## config.mk

```make
export PLATFORM = sky130hd
export DESIGN_NAME = instruction_fetch_register
export DESIGN_NICKNAME = d
export VERILOG_FILES = /design/src/rtl/instruction_fetch_register_pkg.sv /design/src/rtl/ir_assembly_buffer.sv /design/src/rtl/instruction_fetch_register.sv
export SDC_FILE = /design/constraint.sdc
export NUM_CORES = 1
export LEC_CHECK = 0
export ABC_CLOCK_PERIOD_IN_PS = 3550
export CAP_MARGIN = 20
export CELL_PAD_IN_SITES_DETAIL_PLACEMENT = 1
export CELL_PAD_IN_SITES_GLOBAL_PLACEMENT = 2
export CORE_UTILIZATION = 38
export DETAILED_ROUTE_END_ITERATION = 8
export DONT_BUFFER_PORTS = 1
export PLACE_DENSITY = 0.75
export SYNTH_ARGS = -nofsm -noshare
export SYNTH_HDL_FRONTEND = slang
export SYNTH_SLANG_ARGS = --single-unit
```

## constraint.sdc

```tcl
create_clock -name Clock -period 3.55 [get_ports Clock]
set_input_delay 0.71 -clock Clock [delete_from_list [all_inputs] [get_ports Clock]]
set_output_delay 0.71 -clock Clock [all_outputs]
set_load 0.005 [all_outputs]
```

## src/rtl/instruction_fetch_register_pkg.sv

```systemverilog
// Shared types and lane-offset helper for the instruction fetch register.
// Used by the top level and by the assembly buffer.
package ir_pkg;

  typedef enum logic [0:0] {
    IR_FILL = 1'b0,
    IR_FULL = 1'b1
  } ir_state_t;

  // Bit offset of lane k inside the assembled instruction word.
  function automatic int lane_lsb(
    input int k,
    input int bus_w,
    input int instr_w,
    input bit msb_first
  );
    return msb_first ? instr_w - (k + 1) * bus_w : k * bus_w;
  endfunction

endpackage

```

## src/rtl/ir_assembly_buffer.sv

```systemverilog
// Lane registers, beat counter and lane write decode.
// word_o is the buffer with the beat being written merged into its lane.
module ir_assembly_buffer
  import ir_pkg::*;
#(
  parameter int  BUS_W     = 8,
  parameter int  INSTR_W   = 16,
  parameter bit  MSB_FIRST = 1'b1,
  localparam int BEATS     = INSTR_W / BUS_W,
  localparam int CNT_W     = $clog2(BEATS)
) (
  input  logic               clk_i,
  input  logic               rst_i,
  input  logic               clr_i,
  input  logic               wr_i,
  input  logic [BUS_W-1:0]   data_i,
  output logic [CNT_W-1:0]   cnt_o,
  output logic               last_o,
  output logic [INSTR_W-1:0] word_o
);

  logic [BUS_W-1:0] lane_q [BEATS];
  logic [CNT_W-1:0] cnt_q;
  logic [CNT_W-1:0] cnt_d;
  logic             wr_en;

  assign wr_en  = wr_i && !clr_i;
  assign last_o = (cnt_q == CNT_W'(BEATS - 1));
  assign cnt_o  = cnt_q;

  always_comb begin
    cnt_d = cnt_q;
    if (clr_i) begin
      cnt_d = '0;
    end else if (wr_i) begin
      cnt_d = last_o ? '0 : cnt_q + 1'b1;
    end
  end

  always_ff @(posedge clk_i or posedge rst_i) begin
    if (rst_i) begin
      cnt_q <= '0;
      for (int k = 0; k < BEATS; k++) begin
        lane_q[k] <= '0;
      end
    end else begin
      cnt_q <= cnt_d;
      for (int k = 0; k < BEATS; k++) begin
        if (wr_en && cnt_q == CNT_W'(k)) begin
          lane_q[k] <= data_i;
        end
      end
    end
  end

  always_comb begin
    word_o = '0;
    for (int k = 0; k < BEATS; k++) begin
      word_o[lane_lsb(k, BUS_W, INSTR_W, MSB_FIRST) +: BUS_W] =
        (wr_en && cnt_q == CNT_W'(k)) ? data_i : lane_q[k];
    end
  end

endmodule

```

## src/rtl/instruction_fetch_register.sv

```systemverilog
// Instruction register assembled from bus beats with valid/consume handshake.
// Define IR_PREFETCH_EN to overlap assembly of the next instruction.
module instruction_fetch_register
  import ir_pkg::*;
#(
  parameter int  BUS_W     = 8,
  parameter int  INSTR_W   = 16,
  parameter bit  MSB_FIRST = 1'b1,
  localparam int BEATS     = INSTR_W / BUS_W,
  localparam int CNT_W     = $clog2(BEATS)
) (
  input  logic               Clock,
  input  logic               Reset,
  input  logic [BUS_W-1:0]   I,
  input  logic               Write,
  output logic               Ready,
  input  logic               Flush,
  input  logic               Consume,
  output logic [INSTR_W-1:0] IROut,
  output logic               IRValid,
  output logic [CNT_W-1:0]   BeatCount
);

  ir_state_t          state_q, state_d;
  logic [INSTR_W-1:0] ir_q, ir_d;
  logic               valid_q, valid_d;
  logic               accept;
  logic               last;
  logic               done;
  logic               take;
  logic [INSTR_W-1:0] word;

`ifdef IR_PREFETCH_EN
  logic pend_q, pend_d;
  assign Ready = !pend_q;
`else
  assign Ready = (state_q == IR_FILL);
`endif

  assign accept = Write && Ready && !Flush;
  assign done   = accept && last;
  assign take   = Consume && valid_q && !Flush;

  ir_assembly_buffer #(
    .BUS_W     (BUS_W),
    .INSTR_W   (INSTR_W),
    .MSB_FIRST (MSB_FIRST)
  ) u_buf (
    .clk_i  (Clock),
    .rst_i  (Reset),
    .clr_i  (Flush),
    .wr_i   (accept),
    .data_i (I),
    .cnt_o  (BeatCount),
    .last_o (last),
    .word_o (word)
  );

  always_comb begin
    state_d = state_q;
    ir_d    = ir_q;
    valid_d = valid_q;
`ifdef IR_PREFETCH_EN
    pend_d  = pend_q;
`endif
    if (Flush) begin
      state_d = IR_FILL;
      valid_d = 1'b0;
`ifdef IR_PREFETCH_EN
      pend_d  = 1'b0;
`endif
    end else begin
      unique case (state_q)
        IR_FILL: begin
          if (done) begin
            ir_d    = word;
            valid_d = 1'b1;
            state_d = IR_FULL;
          end
        end
        IR_FULL: begin
`ifdef IR_PREFETCH_EN
          // While pending, no beat is accepted, so word is the held buffer.
          if (pend_q) begin
            if (take) begin
              ir_d   = word;
              pend_d = 1'b0;
            end
          end else if (done && take) begin
            ir_d = word;
          end else if (done) begin
            pend_d = 1'b1;
          end else if (take) begin
            valid_d = 1'b0;
            state_d = IR_FILL;
          end
`else
          if (take) begin
            valid_d = 1'b0;
            state_d = IR_FILL;
          end
`endif
        end
        default: state_d = IR_FILL;
      endcase
    end
  end

  always_ff @(posedge Clock or posedge Reset) begin
    if (Reset) begin
      state_q <= IR_FILL;
      ir_q    <= '0;
      valid_q <= 1'b0;
`ifdef IR_PREFETCH_EN
      pend_q  <= 1'b0;
`endif
    end else begin
      state_q <= state_d;
      ir_q    <= ir_d;
      valid_q <= valid_d;
`ifdef IR_PREFETCH_EN
      pend_q  <= pend_d;
`endif
    end
  end

  assign IROut   = ir_q;
  assign IRValid = valid_q;

endmodule

```

==> metrics.log, run 1 <==
INFO  metric ir_worst_vdd = 0.299 mV
INFO  metric critical_path_peak_fanout = 16
INFO  metric layout.cells.most_common = nand2_1
INFO  metric clockPowerShare = 0.178
INFO  metric via_per_inst = between 5 and 6
INFO  metric layout_worst_path_cycle_share = 0.473
INFO  metric gp_congestion = approximately 0.62
INFO  metric finalSetupViolations = 0
INFO  metric grt_overflow_total = 0
INFO  metric worst_skew_late_latency = about 0.32 ns
INFO  metric final_period_minus_worst_setup_slack = ~1.7 ns
INFO  metric number_of_flops_mapped_to_enable_cells_by_yosys = 0
INFO  metric timing.critical_path.mode_cell = nand2_1
INFO  metric die_area = ~0.0030 mm2
INFO  metric dp_hpwl = between 1000 and 1500 um
INFO  metric yosysSeqAreaShare = 0.630
INFO  metric cts_buffers = 3
INFO  metric routed-via-count = just under 700
INFO  metric ys_types = 17
INFO  metric powerDensity = about 640 mW/mm2
INFO  metric critical_path.slowest_cell = nand4bb_1
INFO  metric crit_path_start_kind = register
INFO  metric routed_wire_length_per_instance = between 15 and 20 um
INFO  metric core = 0.00257 mm2
INFO  metric io_pins = 32
INFO  metric cell_count_post_placement = 126
INFO  metric tritoncts = yes
INFO  metric globalRouteTotalUtil = 0.150
INFO  metric finalWirelength = 2060 um
INFO  metric die_width = roughly 55 um
INFO  metric setup_tns_final = 0 ns
INFO  metric total_switching_power = ~0.00022 W
INFO  metric share_comb_of_total_power = 0.163
INFO  metric fmax = ~0.6 GHz
INFO  metric report.final.slew_viol_count = 0
INFO  metric cp_slowest_stage_delay = 0.67 ns
INFO  metric final.fill_count = around 300
INFO  metric area_of_the_multi_input_gates = between 300 and 400 um2
INFO  metric async_flop_share = 1.00
INFO  metric max-cap-violations = 0
INFO  metric detail_route.drc_violations = 0
INFO  metric avg_cell_area_syn = ~11 um2
INFO  metric ys.flop_type = dfrtp_1
INFO  metric outcome = completed
INFO  metric grt_pass1_vias = between 600 and 700
INFO  metric cts_num_sinks = 27
INFO  metric syn_warnings = 0
INFO  metric tightestPinTransition = between 0.7 and 0.8 ns
INFO  metric critical_path_cell_list = nand4bb_1, nand2_1, nand2_1
INFO  metric finish.cell_count_without_fillers = 131
INFO  metric final_cell_mix = nand2_1 (49), dfrtp_1 (27), mux2_2 (8)
INFO  metric p_seq_frac = 0.659
INFO  metric detail-route-antenna-nets = 0
INFO  metric area_delta_synth_final = 6.07%
INFO  metric setup.worst_path.end_class = register
INFO  metric h-tree-depth = 1
INFO  metric number_of_nets_in_the_synthesized_netlist = 114
INFO  metric std_cell_rows = 18
INFO  metric synth.cell_area = ~0.0011 mm2
INFO  metric finalHoldViolations = 0
INFO  metric leakagePower = 0.557 nW
INFO  metric swShare = 0.304
INFO  metric grt_max_degree = 28
INFO  metric layout.area.seq = 676 um2
INFO  metric cts_hold_repair.buffers = 0
INFO  metric syn-instance-count = about 100
INFO  metric initial_utilization = 0.418
INFO  metric worst-setup-path-type = register to register
INFO  metric fin_skew = roughly 0.0073 ns
INFO  metric cell_internal_pwr = 0.000511 W
INFO  metric starting_drt_drc_count = 6
INFO  metric post_cts_buffers = 0
INFO  metric grt_pass1_wl = about 3100 um
INFO  metric final_antenna_diode_count = 0
INFO  metric clockRootBuffer = clkbuf_4
INFO  metric worstHoldPathType = input port to async pin
INFO  metric yosys_register_bits = 27
INFO  metric cts.repair.resized = 0
INFO  metric clockBufferDepth = 2
INFO  metric dr.pass1.iters = 4
INFO  metric grt_antenna_before_repair = 0
INFO  metric max-slew-margin-rel = 0.486
INFO  metric worst_ep_required_time = 3.77 ns
INFO  metric fin_nets = 115
INFO  metric grt_setup_unrepaired = false
INFO  metric port-buffer-count = 0
INFO  metric drive_gt1_frac = 0.149
INFO  metric crit_path_dat = ~1.9 ns
INFO  metric clk_pin_slew = between 0.1 and 0.15 ns
INFO  metric floorplan_die_height = approximately 55 um
[worst paths after layout]
path | slack (ns) | end | from | cells after the start
min in group Clock | 0.42 | IRValid | Flush | 1
max | 1.87 | IROut[1] | u_buf.cnt_o | 3
max in group asynchronous | 3.00 | IROut[13] | Reset | 2
max reg2reg | 1.87 | IROut[1] | u_buf.cnt_o | 3
min reg2reg | 0.48 | IROut[10] | u_buf.lane_q[10] | 2
min | 0.16 | state_q | Reset | 1
[sequential cells by signal, summed over array words and instances, names as in the netlist]
signal,count
u_buf.lane_q,8
IROut,16
u_buf.cnt_o,1
IRValid,1
state_q,1
[critical path: cells and delay by family, from the launching register on]
family / cells / cell delay [ns]
and+or+nand+nor: 3 / 1.03
DFF: 1 / 0.55
[power by group through the flow]
stage          Clock, W  Sequential (W)  Combinational [W]
2_1_floorplan         0        0.000472           0.000101
3_3_place_gp          0        0.000491           0.000109
3_5_place_dp          0        0.000494           0.000117
4_1_cts        0.000138        0.000487           0.000119
5_1_grt        0.000152        0.000503           0.000139
6_report       0.000131        0.000483           0.000119
[routing by layer]
| layer | up-vias | GRT usage | routed length, um |
|---|---|---|---|
| met4 | 0 | 0.0500 | 21 |
| met1 | 342 | 0.176 | 908 |
| met2 | 21 | 0.253 | 995 |
| met3 | 2 | 0.0546 | 135 |
| met5 | - | 0 | 0 |
| li1 | 315 | - | - |
[synthesized netlist by cell type (all sizes together), types with 2 or more instances]
cell type,number,area share
buf,3,0.016
dfrtp,27,0.63
inv,2,0.0070
clkbuf,2,0.0082
nor2,2,0.0070
nand2,49,0.17
mux2,8,0.084
[cells by family (layout without fill, tap and decap cells)]
| kind of cell | Yosys count | count (layout) | share of synthesized area |
|---|---|---|---|
| xor+xnor | 1 | 1 | 0.00817 |
| simple gates | 55 | 55 | 0.226 |
| flops | 27 | 27 | 0.630 |
| buf+inv | 7 | 7 | 0.0315 |
| mux | 8 | 8 | 0.0840 |
| compound gates | 3 | 3 | 0.0198 |
[through the flow]
step | utilization | power, W | setup slack, ns | instance area [um2] | hold slack [ns]
after floorplan | - | 0.000573 | 1.83 | 1070 | 0.435
after global placement | 0.422 | 0.000600 | 1.66 | 1080 | 0.445
after detailed placement | 0.422 | 0.000612 | 1.64 | 1080 | 0.457
after CTS | 0.432 | 0.000743 | 1.87 | 1110 | 0.413
after global routing | 0.443 | 0.000794 | 1.76 | 1140 | 0.133
final | 0.443 | 0.000733 | 1.87 | 1140 | 0.160
[final cells by class]
| type | count | share of cell area |
|---|---|---|
| flip-flops and latches | 27 | 0.594 |
| multi-input cells | 67 | 0.319 |
| well taps | 30 | 0.0330 |
| repair buffers | 1 | 0.0242 |
| clock buffers | 4 | 0.0231 |
| inverters | 2 | 0.00660 |
Power figures use the tool's default switching activity.
==> run 2, diff against run 1 <==
- ABC_CLOCK_PERIOD_IN_PS: 3550 -> 1500
- CORE_UTILIZATION: 38 -> 32
- PLACE_DENSITY: 0.75 -> 0.68
- clock period: 3.55 -> 1.5 ns (I/O delays scaled with it)
==> metrics.log, run 2 (same netlist as run 1, synthesis figures left out) <==
INFO  metric grt_max_degree = 28 (unchanged)
INFO  metric port-buffer-count = 0 (unchanged)
INFO  metric die_area = 0.00359 mm2 (+18%)
INFO  metric grt_pass1_vias = 777 (+15%)
INFO  metric reg2regPathDepth = 4 (+1)
INFO  metric report.final.slew_viol_count = 0 (unchanged)
INFO  metric grt_pass1_wl = 3440 um (+11%)
INFO  metric largest_register_ffs = 16 (unchanged)
INFO  metric routed-via-count = 704 (+3.5%)
INFO  metric io_pins = 32 (unchanged)
INFO  metric tightestPinTransition = 0.367 ns (-0.400 ns)
INFO  metric layout_worst_path_cycle_share = 0.949 (+0.476)
INFO  metric finalSetupViolations = 0 (unchanged)
INFO  metric worst-setup-path-type = register to register
INFO  metric crit_path_dat = 1.63 ns (-0.27 ns)
INFO  metric routed_wire_length_per_instance = 13.8 um (-12%)
INFO  metric max-cap-violations = 0 (unchanged)
INFO  metric via_per_inst = 4.66 (-10%)
INFO  metric clk_pin_slew = 0.14 ns (about the same)
INFO  metric clockRootBuffer = clkbuf_4
INFO  metric finalWirelength = 2080 um (+0.87%)
INFO  metric powerDensity = 1460 mW/mm2 (+130%)
INFO  metric fmax = 0.702 GHz (+18%)
INFO  metric tritoncts = yes
INFO  metric fin_nets = 121 (+5.2%)
INFO  metric cts.repair.resized = 0 (unchanged)
INFO  metric drive_gt1_frac = 0.187 (+0.0384)
INFO  metric worstHoldPathType = input port to register
INFO  metric whs = 0.0321 ns (-0.128 ns)
INFO  metric area_delta_synth_final = 11.4%
INFO  metric crit_path_start_kind = register
INFO  metric cts_buffers = 3 (unchanged)
INFO  metric std_cell_rows = 20 (+2)
INFO  metric critical_path_cell_list = nor2b_2, nor3b_4, buf_12, mux2_2
INFO  metric grt_setup_unrepaired = false
INFO  metric dp_hpwl = 1510 um (+4.9%)
INFO  metric die_width = 59.9 um (+8.6%)
INFO  metric final_period_minus_worst_setup_slack = 1.42 ns (-0.255 ns)
INFO  metric max-slew-margin-rel = 0.755 (+0.269)
INFO  metric grt_antenna_before_repair = 0 (unchanged)
INFO  metric worst_skew_late_latency = 0.31 ns (about the same)
INFO  metric floorplan_die_height = 59.9 um (+8.6%)
INFO  metric fin_skew = 0.00420 ns (-0.00310 ns)
INFO  metric final.fill_count = 361 (+18%)
INFO  metric gp_congestion = 0.644 (+4.0%)
INFO  metric detail-route-antenna-nets = 0 (unchanged)
INFO  metric cp_slowest_stage_delay = 0.42 ns (-0.25 ns)
INFO  metric cts_num_sinks = 27 (unchanged)
INFO  metric final_cell_area = 0.00119 mm2 (+5.1%)
INFO  metric critical_path.slowest_cell = dfrtp_1
INFO  metric critical_path_peak_fanout = 8 (-8)
INFO  metric final_antenna_diode_count = 0 (unchanged)
INFO  metric globalRouteTotalUtil = 0.132 (-0.0185)
INFO  metric outcome = completed
INFO  metric worst_ep_required_time = 1.71 ns (-2.06 ns)
INFO  metric h-tree-depth = 1 (unchanged)
INFO  metric placement_stage_cell_area = 0.00114 mm2 (+5.1%)
INFO  metric timing.hold.worst_path_depth = 1
INFO  metric dr.pass1.iters = 4 (unchanged)
INFO  metric clockBufferDepth = 2 (unchanged)
INFO  metric core = 0.00313 mm2 (+22%)
INFO  metric detail_route.drc_violations = 0 (unchanged)
INFO  metric grt_overflow_total = 0 (unchanged)
INFO  metric leakagePower = 0.581 nW (+4.3%)
INFO  metric ir_worst_vdd = 0.356 mV (+19%)
INFO  metric finalHoldViolations = 0 (unchanged)
INFO  metric setup.worst_path.end_class = register
INFO  metric initial_utilization = 0.343 (-0.0748)
INFO  metric starting_drt_drc_count = 16 (+10)
INFO  metric final_cell_mix = nand2_1 (49), dfrtp_1 (27), mux2_2 (8)
INFO  metric layout.cells.most_common = nand2_1
## run 2: cell types whose count changed in the layout (fill, tap and decap cells not counted), sizes merged
cell,delta
dlygate4sd3,+1
buf,+5
## run 2: worst paths after layout
kind | from | endpoint | slack (ns)
max in group asynchronous | Reset | u_buf.lane_q[14] | 0.76
hold reg to reg | u_buf.lane_q[13] | IROut[13] | 0.48
min in group asynchronous | Reset | IROut[2] | 0.48
hold / removal | Flush | u_buf.cnt_o | 0.03
setup / recovery | state_q | u_buf.lane_q[11] | 0.08
setup reg to reg | state_q | u_buf.lane_q[11] | 0.08
## run 2: area by class of cell
class / instances / area [um2] / share of cell area
clock buffer: 4 / 26.3 / 0.0220
inverter: 2 / 7.51 / 0.00628
multi-input combinational: 67 / 363 / 0.304
sequential: 27 / 676 / 0.565
tap: 44 / 55.1 / 0.0461
timing repair buffer: 7 / 67.6 / 0.0565
## run 2: where the power goes
part	internal (W)	switching (W)	total, W
registers	0.000967	0.000168	0.00113
clock network	0.000104	0.000194	0.000298
logic	0.000155	0.000153	0.000307
total	0.00122	0.000515	0.00174
## run 2: critical path, delay by kind of cell, from the launching register on
family                 cells  cell delay (ns)
buffers and inverters      1             0.15
DFF                        1             0.42
muxes                      1             0.33
and+or+nand+nor            2             0.42
## run 2: repair_timing
item	4_1_cts	5_1_grt
hold endpoints to repair	27	0
buffers inserted	1	0
endpoints found under the setup margin	8	0
hold buffers	1	0
## run 2: per-stage QoR
| step | util | cells | worst slack (ns) | TNS [ns] | power (W) |
|---|---|---|---|---|---|
| floorplan | - | 101 | 0.0815 | 0 | 0.00136 |
| detailed placement | 0.364 | 145 | -0.0386 | -0.251 | 0.00146 |
| finish | 0.382 | 151 | 0.0762 | 0 | 0.00174 |
| global route | 0.382 | 151 | 0.0156 | 0 | 0.00188 |
| global placement | 0.364 | 145 | 0.0476 | 0 | 0.00143 |
| CTS | 0.382 | 151 | 0.0733 | 0 | 0.00178 |
## run 2: layer usage
metal / vias up / share of wire / GRT usage
met5: - / 0 / 0
met4: 0 / 0.0091 / 0.0498
met3: 2 / 0.066 / 0.0346
met2: 21 / 0.48 / 0.216
met1: 353 / 0.44 / 0.166
li1: 328 / - / -
==> run 3, diff against run 2 <==
- SETUP_SLACK_MARGIN: default -> 0.5
==> metrics.log, run 3 (same netlist as run 1, synthesis figures left out) <==
INFO  metric outcome = completed
INFO  metric layout_worst_path_cycle_share = 0.893 (-0.0566)
INFO  metric worstHoldPathType = input port to register
INFO  metric max-cap-violations = 0 (unchanged)
INFO  metric drive_gt1_frac = 0.225 (+0.0383)
INFO  metric critical_path.reg2reg.startpoint = state_q
INFO  metric layout.cells.most_common = nand2_1
INFO  metric fin_skew = 0.00305 ns (-0.00115 ns)
INFO  metric critical_path.slowest_cell = dfrtp_1
INFO  metric floorplan_die_height = 59.9 um (unchanged)
INFO  metric routed_wire_length_per_instance = 14.3 um (+3.6%)
INFO  metric clockBufferDepth = 2 (unchanged)
INFO  metric grt_pass1_vias = 752 (-3.2%)
INFO  metric crit_path_start_kind = register
INFO  metric finalHoldViolations = 0 (unchanged)
INFO  metric dr.pass1.iters = 2 (-2)
INFO  metric timing.critical_path.depth = 4 (unchanged)
INFO  metric report.final.slew_viol_count = 0 (unchanged)
INFO  metric die_width = 59.9 um (unchanged)
INFO  metric family_with_the_most_delay_on_the_worst_path = flip-flops
INFO  metric grt_setup_unrepaired = true
INFO  metric ir_worst_vdd = 0.482 mV (+35%)
INFO  metric timing.critical_path.buf_inv = 1 (unchanged)
INFO  metric setup_tns_final = 0 ns (unchanged)
INFO  metric cp-startpoint = state_q
INFO  metric final_antenna_diode_count = 0 (unchanged)
INFO  metric tightestPinTransition = 0.531 ns (+0.164 ns)
INFO  metric initial_utilization = 0.343 (unchanged)
INFO  metric cp_slowest_stage_delay = 0.42 ns (about the same)
INFO  metric final_period_minus_worst_setup_slack = 1.34 ns (-0.0849 ns)
INFO  metric post-layout-total-power = 0.00183 W (+5.2%)
INFO  metric dp_hpwl = 1540 um (+2.0%)
INFO  metric io_pins = 32 (unchanged)
INFO  metric worst_ep_required_time = 1.73 ns (+0.02 ns)
INFO  metric r2r_setup_slack = 0.16 ns (+0.08 ns)
INFO  metric tritoncts = yes
INFO  metric timing.hold.worst_path_depth = 1 (unchanged)
INFO  metric core = 0.00313 mm2 (unchanged)
INFO  metric std_cell_rows = 20 (unchanged)
INFO  metric cts_num_sinks = 27 (unchanged)
INFO  metric h-tree-depth = 1 (unchanged)
INFO  metric reg2regPathDepth = 4 (unchanged)
INFO  metric regToRegEndpoint = u_buf.lane_q[9]
INFO  metric routed-via-count = 712 (+1.1%)
INFO  metric starting_drt_drc_count = 21 (+5)
INFO  metric finalSetupViolations = 0 (unchanged)
INFO  metric detail_route.drc_violations = 0 (unchanged)
INFO  metric die_area = 0.00359 mm2 (unchanged)
INFO  metric grt_antenna_before_repair = 0 (unchanged)
INFO  metric grt_overflow_total = 0 (unchanged)
INFO  metric largest_register_ffs = 16 (unchanged)
INFO  metric fmax = 0.747 GHz (+6.3%)
INFO  metric setup.worst_path.end_class = register
INFO  metric finalWirelength = 2210 um (+6.3%)
INFO  metric critical_path_peak_fanout = 8 (unchanged)
INFO  metric powerDensity = 1420 mW/mm2 (-2.5%)
INFO  metric max-slew-margin-rel = 0.646 (-0.110)
INFO  metric fin_nets = 125 (+3.3%)
INFO  metric area_delta_synth_final = 20.2%
INFO  metric worst-setup-path-type = register to register
INFO  metric detail-route-antenna-nets = 0 (unchanged)
INFO  metric final_cell_mix = nand2_1 (49), dfrtp_1 (26), mux2_4 (8)
INFO  metric cts_buffers = 3 (unchanged)
INFO  metric port-buffer-count = 0 (unchanged)
INFO  metric grt_pass1_wl = 3750 um (+8.8%)
INFO  metric clk_pin_slew = 0.16 ns (+0.02 ns)
INFO  metric crit_path_dat = 1.57 ns (-0.06 ns)
INFO  metric clockRootBuffer = clkbuf_4
INFO  metric globalRouteTotalUtil = 0.149 (+0.0173)
INFO  metric leakagePower = 0.632 nW (+8.8%)
INFO  metric gp_congestion = 0.703 (+9.2%)
INFO  metric grt_max_degree = 17 (-39%)
INFO  metric hold_end = state_q
INFO  metric critical_path_cell_list = nor2b_2, nor3b_4, buf_6, mux2_4
INFO  metric timing.hold.worst.start = Consume
INFO  metric via_per_inst = 4.59 (-1.5%)
INFO  metric worst_skew_late_latency = 0.32 ns (about the same)
-- run 3: layout make-up --
cell class | instances | area [um2]
Inverter | 2 | 7.51
Timing Repair Buffer | 11 | 118
Clock inverter | 1 | 7.51
Tap cell | 44 | 55.1
Fill cell | 368 | 1840
Sequential cell | 27 | 677
Multi-Input combinational cell | 67 | 402
Clock buffer | 3 | 22.5
-- run 3: what timing repair did --
item | 4_1_cts | 5_1_grt
endpoints found under the setup margin | 43 | 45
pin swaps | 0 | 2
hold buffers | 2 | 1
resized for setup | 11 | 3
hold endpoints to repair | 13 | 1
setup buffers | 2 | 1
-- run 3: worst max path at each step --
stage,to,slack (ns)
after floorplan,u_buf.lane_q[10],0.08
after global placement,u_buf.lane_q[9],0.15
after detailed placement,u_buf.lane_q[9],0.1
after CTS,u_buf.lane_q[9],0.17
after global routing,u_buf.lane_q[8],0.08
final,u_buf.lane_q[9],0.16
-- run 3: per-stage QoR --
step / instances / setup slack [ns] / cell area, um2 / utilization / hold WS (ns)
2_1_floorplan: 101 / 0.0818 / 1090 / - / 0.353
3_3_place_gp: 145 / 0.153 / 1150 / 0.368 / 0.268
3_5_place_dp: 145 / 0.0953 / 1150 / 0.368 / 0.267
4_1_cts: 153 / 0.174 / 1260 / 0.402 / 0.00285
5_1_grt: 155 / 0.0838 / 1290 / 0.412 / 0.0294
6_report: 155 / 0.161 / 1290 / 0.412 / 0.0661
-- run 3: per-layer routing --
metal,vias up,share of wire,track usage
met5,-,0,0
met2,21,0.43,0.227
met4,0,0.0081,0.0598
met1,351,0.50,0.204
met3,2,0.061,0.0346
li1,338,-,-
-- run 3: report_power, final --
group	internal, W	leakage, nW	switching, W
clock network	0.000102	0.0139	0.000227
logic	0.000199	0.284	0.000155
registers	0.000967	0.334	0.000180
